## src/rtl/riscv_pkg.sv

```systemverilog
// riscv_pkg: opcode constants, next-PC select encodings and fetch state enum
package riscv_pkg;
    localparam logic [6:0] OP_LUI    = 7'b0110111;
    localparam logic [6:0] OP_AUIPC  = 7'b0010111;
    localparam logic [6:0] OP_JAL    = 7'b1101111;
    localparam logic [6:0] OP_JALR   = 7'b1100111;
    localparam logic [6:0] OP_BRANCH = 7'b1100011;
    localparam logic [6:0] OP_LOAD   = 7'b0000011;
    localparam logic [6:0] OP_STORE  = 7'b0100011;
    localparam logic [6:0] OP_IMM    = 7'b0010011;
    localparam logic [6:0] OP_REG    = 7'b0110011;
    localparam logic [31:0] INSTR_NOP = 32'h0000_0013;
    localparam logic [1:0] PCSRC_PLUS4  = 2'b00;
    localparam logic [1:0] PCSRC_TARGET = 2'b01;
    localparam logic [1:0] PCSRC_ALU    = 2'b10;
    typedef enum logic [1:0] {S_REQ, S_WAIT, S_HOLD, S_FAULT} fetch_state_t;
endpackage

```

## src/rtl/fetch_unit_if.sv

```systemverilog
// fetch_unit_if: instruction-memory request/response bus
interface fetch_unit_if;
    logic        imem_req_valid;
    logic        imem_req_ready;
    logic [31:0] imem_addr;
    logic        imem_rsp_valid;
    logic [31:0] imem_rsp_data;
    modport master (output imem_req_valid, imem_addr, input imem_req_ready, imem_rsp_valid, imem_rsp_data);
    modport slave  (input imem_req_valid, imem_addr, output imem_req_ready, imem_rsp_valid, imem_rsp_data);
endinterface

```

## src/rtl/pc_next_mux.sv

```systemverilog
// pc_next_mux: combinational next-PC select
module pc_next_mux
    import riscv_pkg::*;
(
    input  logic [1:0]  pcsrc,
    input  logic [31:0] pcplus4,
    input  logic [31:0] pctarget,
    input  logic [31:0] aluresult,
    output logic [31:0] pc_next
);
    assign pc_next = pcsrc == PCSRC_TARGET ? pctarget :
                     pcsrc == PCSRC_ALU    ? aluresult : pcplus4;
endmodule

```

## src/rtl/fetch_unit.sv

```systemverilog
// fetch_unit: single-outstanding instruction fetch with held-instruction handshake
module fetch_unit
    import riscv_pkg::*;
#(
    parameter logic [31:0] RESET_PC = 32'h0000_0000
) (
    input  logic         clk,
    input  logic         reset,
    fetch_unit_if.master imem,
    output logic [31:0]  instr,
    output logic [31:0]  pc,
    output logic [31:0]  pcplus4,
    output logic         instr_valid,
    input  logic         instr_ready,
    input  logic [1:0]   pcsrc,
    input  logic [31:0]  pctarget,
    input  logic [31:0]  aluresult,
    output logic         fault,
    output logic [31:0]  instret
);
    fetch_state_t state, next;
    logic [31:0] fetch_pc, pc_next;
    logic consume, misaligned;
    pc_next_mux u_mux (
        .pcsrc     (pcsrc),
        .pcplus4   (pcplus4),
        .pctarget  (pctarget),
        .aluresult (aluresult),
        .pc_next   (pc_next)
    );
    assign pcplus4             = pc + 32'd4;
    assign instr_valid         = state == S_HOLD;
    assign consume             = instr_valid & instr_ready;
    assign misaligned          = pc_next[1:0] != 2'b00;
    assign imem.imem_req_valid = state == S_REQ && !reset;
    assign imem.imem_addr      = fetch_pc;
    always_comb begin
        next = state;
        case (state)
            S_REQ:   next = imem.imem_req_ready ? S_WAIT : S_REQ;
            S_WAIT:  next = imem.imem_rsp_valid ? S_HOLD : S_WAIT;
            S_HOLD:  next = !instr_ready ? S_HOLD : misaligned ? S_FAULT : S_REQ;
            default: next = S_FAULT;
        endcase
    end
    always_ff @(posedge clk) begin
        if (reset) begin
            state    <= S_REQ;
            fetch_pc <= RESET_PC;
            pc       <= RESET_PC;
            instr    <= INSTR_NOP;
            fault    <= 1'b0;
            instret  <= '0;
        end else begin
            state <= next;
            if (state == S_WAIT && imem.imem_rsp_valid) begin
                instr <= imem.imem_rsp_data;
                pc    <= fetch_pc;
            end
            // a misaligned target freezes fetch_pc so the faulting address stays visible
            if (consume) begin
                instret <= instret + 32'd1;
                if (misaligned) fault <= 1'b1;
                else fetch_pc <= pc_next;
            end
        end
    end
endmodule

```

## src/flat_wrapper.sv

```systemverilog
// flat-port wrapper written by rule: the top's interface ports become plain ports
module fetch_unit_flat import riscv_pkg::*;
#(
    parameter logic [31:0] RESET_PC = 32'h0000_0000
)
  (clk, reset, instr, pc, pcplus4, instr_valid, instr_ready, pcsrc, pctarget, aluresult, fault, instret, imem_imem_req_valid, imem_imem_addr, imem_imem_req_ready, imem_imem_rsp_valid, imem_imem_rsp_data);
  fetch_unit_if imem_i ();
  input  logic clk;
  input  logic reset;
  output logic [31:0] instr;
  output logic [31:0] pc;
  output logic [31:0] pcplus4;
  output logic instr_valid;
  input  logic instr_ready;
  input  logic [1:0] pcsrc;
  input  logic [31:0] pctarget;
  input  logic [31:0] aluresult;
  output logic fault;
  output logic [31:0] instret;
  output wire logic [$bits(imem_i.imem_req_valid)-1:0] imem_imem_req_valid;
  output wire logic [$bits(imem_i.imem_addr)-1:0] imem_imem_addr;
  input wire logic [$bits(imem_i.imem_req_ready)-1:0] imem_imem_req_ready;
  input wire logic [$bits(imem_i.imem_rsp_valid)-1:0] imem_imem_rsp_valid;
  input wire logic [$bits(imem_i.imem_rsp_data)-1:0] imem_imem_rsp_data;
  assign imem_imem_req_valid = imem_i.imem_req_valid;
  assign imem_imem_addr = imem_i.imem_addr;
  assign imem_i.imem_req_ready = imem_imem_req_ready;
  assign imem_i.imem_rsp_valid = imem_imem_rsp_valid;
  assign imem_i.imem_rsp_data = imem_imem_rsp_data;
  fetch_unit #(.RESET_PC(RESET_PC)) u_core (.clk(clk), .reset(reset), .imem(imem_i), .instr(instr), .pc(pc), .pcplus4(pcplus4), .instr_valid(instr_valid), .instr_ready(instr_ready), .pcsrc(pcsrc), .pctarget(pctarget), .aluresult(aluresult), .fault(fault), .instret(instret));
endmodule
```

## config.mk

```make
export PLATFORM = sky130hd
export DESIGN_NAME = fetch_unit_flat
export DESIGN_NICKNAME = d
export VERILOG_FILES = /design/src/rtl/riscv_pkg.sv /design/src/rtl/fetch_unit_if.sv /design/src/rtl/pc_next_mux.sv /design/src/rtl/fetch_unit.sv /design/src/flat_wrapper.sv
export SDC_FILE = /design/constraint.sdc
export NUM_CORES = 1
export LEC_CHECK = 0
export CORE_MARGIN = 2
export CORE_UTILIZATION = 43
export DETAILED_ROUTE_END_ITERATION = 6
export PLACE_DENSITY = 0.89
export SYNTH_ARGS = -nofsm -noshare
export SYNTH_HDL_FRONTEND = slang
export SYNTH_SLANG_ARGS = --single-unit
```

## constraint.sdc

```tcl
create_clock -name clk -period 3.6 [get_ports clk]
set_clock_uncertainty 0.1 [all_clocks]
set_input_delay 0.9 -clock clk [delete_from_list [all_inputs] [get_ports clk]]
set_output_delay 0.9 -clock clk [all_outputs]
set_load 0.005 [all_outputs]
```

==> results list <==
- Run status: finished, violations left
* Violated checks: negative setup slack
- For this run, the top clock speed supported by timing is between 0.2 and 0.3 GHz.
* Required time worst endpoint: 2.60 ns
* Layout Cell Area excl Fill: 0.0102 mm2
- Tcrit/Tclk final: 1.00
- Post-synthesis instance total: between 800 and 900
* Pre-antenna DRT Iters: 5
* Ratio of cells with drive above 1 in the final layout: 0.0940
* RSZ-0062 raised after global routing: yes
- For this run, the slowest stage of the critical path takes 0.53 ns.
- Share of async-settable or async-resettable flops after synthesis: 0
- Main area contributors after synthesis: dfxtp_1 41%, nand2_1 9.5%, a21oi_1 6.8%
- Measured along the x axis, the die boundary spans 126 um.
- The first global-routing pass estimated 36.8 mm of wire.
* Distinct cell type count after synthesis: 56
* P&R area growth vs syn: 58.7%
- In this run the worst hold path is classified as reg2reg.
* Deepest level of the CTS H-tree: 4
* Setup fix buffers added after clock tree synthesis: 0
- During I/O placement, the number of pins put on the boundary was 266.
* Slew at the pin with the worst max-slew slack: 0.763 ns
- The routed design has 23.3 mm of wire.
- Violation count after the first detailed-routing iteration: 900
* Most common library cell in the layout ignoring fill and taps: clkdlybuf4s50_1
* Max clock buf depth: 2
- Vert. Die Dim: 126 um
- In this run, synthesis produced a sequential element count of 131.
- Entering global routing, the biggest net connects 71 pins.
* Total number of nets in the final design: 1220
* Root buffer cell: clkbuf_16
* CP Capture Type: output pin
- Number of enable flip-flop cells after synthesis: 0
* # port buffers: 265
- Average size of a mapped cell: ~7.5 um2
- Tightest slew margin relative to the limit: 0.491
* Cell chain of the critical path: ha_2, nand3_1, or4_4, o21a_1, or2_1, clkdlybuf4s50_1
- Sum of overflow across all layers after global routing: 0
* Final-layout fill cell count: roughly 1100
- Initial Utilization: 0.442
- For this run, the total global-route usage over all layers was measured as 0.284.
* Minimum setup slack after placement: between 0.15 and 0.2 ns
- dfxtp_1 takes more of the synthesized area than any other cell.
* Maximum vdd drop: 0.388 mV
- For this run, design rule violations remaining after detail routing come to 0.
- TritonCTS built the clock tree.
- Max-cap violations: 0
- The mapped netlist covers 0.00645 mm2.
- P_leak: 3.77 nW
- For this run, the register share of the synthesized area comes to 0.407.
- CP Class: reg2out
- Yosys top cell area share: 0.407
- Along the worst path, the maximum fanout reaches 5.
- The worst setup path is launched from a flip-flop.
- Final slew viol count: 0
- Number of sinks handled by clock tree synthesis: 131
- Cell Rows: 44
- The routed design could run at a clock period as short as 3.61 ns.
* Number of antenna violations at the first check in global routing: 0
- Vias in the first global route: 7154
- The number of nets in the synthesized netlist is 960.
- Commonest non-fill, non-tap cells in the layout: 253 x clkdlybuf4s50_1, 163 x nand2_1, 125 x dfxtp_1
* Number of setup violations in the final report: 1
- Summed over all nets, the half-perimeter wirelength after detailed placement is 15.9 mm.
- Hold Slack: 0.355 ns
* Hold violation total from the final report: 0
- Wire per inst: roughly 18 um
* Antenna fix cells: 0
- Clock-pin slew was measured on the worst setup and hold paths at 0.06 ns.
* Post-DP Area: roughly 0.0094 mm2
- Using the TritonRoute via totals, the vias-per-cell ratio works out to ~5.7.
- Detailed-route via count: 7448
- Primary flip-flop cell chosen by synthesis mapping: dfxtp_1
* Worst path arrival time: 2.61 ns
* Placer's final routability congestion estimate: 0.859
- Power spread over the standard cell area amounts to around 380 mW/mm2.
- Latest clock arrival within the worst-skew pair: 0.41 ns
* Total Negative Setup Slacks: -0.0110 ns
* Cts bufs inserted: 17
* Warnings, synthesis: 0
- On the critical path, the stage with the largest delay is an instance of or4_4.
* Number of antenna-violating nets in the routed design: 0
* Area inside the core boundary: 0.0146 mm2
- The die covers 0.0160 mm2.
* Final worst-path setup slack: -0.0110 ns
layer usage:
layer / up-vias / share of wire / GRT usage / wire [um]
li1: 3486 / - / - / -
met1: 3489 / 0.39 / 0.339 / 9150
met2: 403 / 0.49 / 0.482 / 11300
met3: 70 / 0.089 / 0.0835 / 2070
met4: 0 / 0.033 / 0.112 / 772
met5: - / 0 / 0 / 0
sequential cells by signal (all words and copies together), names as in the netlist:
register               cells
u_core.instret            32
u_core.pc                 32
u_core.instr              32
u_core.imem.imem_addr     32
u_core.state               2
u_core.fault               1
critical path: cells and delay by family, from the launching register on:
kind,cells,cell delay [ns]
AO/OA/AOI/OAI,1,0.21
flip-flops,1,0.34
adder cells (fa/ha/maj),1,0.25
AND/OR/NAND/NOR,3,0.96
buffers and inverters,1,0.44
where the power goes:
part           leakage [nW]  total, mW  internal (mW)  switching, mW
clock network         0.331       1.98           1.35          0.629
logic                  2.37      0.397          0.211          0.187
registers              1.06       1.50           1.48         0.0220
total                  3.77       3.88           3.05          0.838
layout make-up:
type	count	area [um2]	area share
multi-input cells	635	3610	0.352
repair buffers	308	3010	0.294
flip-flops and latches	131	2630	0.257
clock buffers	23	478	0.0467
well taps	184	230	0.0225
clock inverters	9	199	0.0194
inverters	22	82.6	0.00807
repair_timing:
item | CTS | global route
resized for setup | 17 | 24
setup endpoints to repair | 15 | 12
pin swaps | 1 | 6
hold buffers | 0 | 0
synth_stat cells, drive strengths merged (9+ instances only):
library cell	number
nor4	14
xnor2	23
nor2	86
a21oi	88
nand3	29
inv	22
dfxtp	131
xor2	25
nor3	22
nand4	18
clkbuf	59
nand2	163
or3	10
a311oi	12
a211oi	9
o21ai	38
through the flow:
step / instances / power [mW] / util
6_report: 1312 / 3.88 / 0.701
5_1_grt: 1312 / 4.02 / 0.701
4_1_cts: 1312 / 3.90 / 0.694
3_5_place_dp: 1280 / 1.93 / 0.646
3_3_place_gp: 1280 / 1.92 / 0.646
2_1_floorplan: 855 / 1.68 / -
worst paths after layout:
check                                                         endpoint  slack (ns)                          from  cells past startpoint
worst min register to register            u_core.instr[2]$_SDFFE_PP0P_        0.35  u_core.instr[2]$_SDFFE_PP0P_                      2
worst max-delay path                                       pcplus4[26]       -0.01     u_core.pc[2]$_SDFFE_PP0P_                      6
worst max register to register  u_core.imem.imem_addr[25]$_SDFFE_PP0P_        1.13     u_core.pc[8]$_SDFFE_PP0P_                      6
worst min-delay path                      u_core.instr[2]$_SDFFE_PP0P_        0.35  u_core.instr[2]$_SDFFE_PP0P_                      2
kinds of logic (layout without fill, tap and decap cells):
group	after synthesis	after routing	share of synthesized area
xor+xnor	48	48	0.0652
simple gates	384	384	0.274
fa+ha+maj	2	2	0.00388
flops	131	131	0.407
compound gates	194	194	0.186
mux	7	7	0.0113
buf+inv	89	362	0.0537
(Power assumes the default switching activity.)
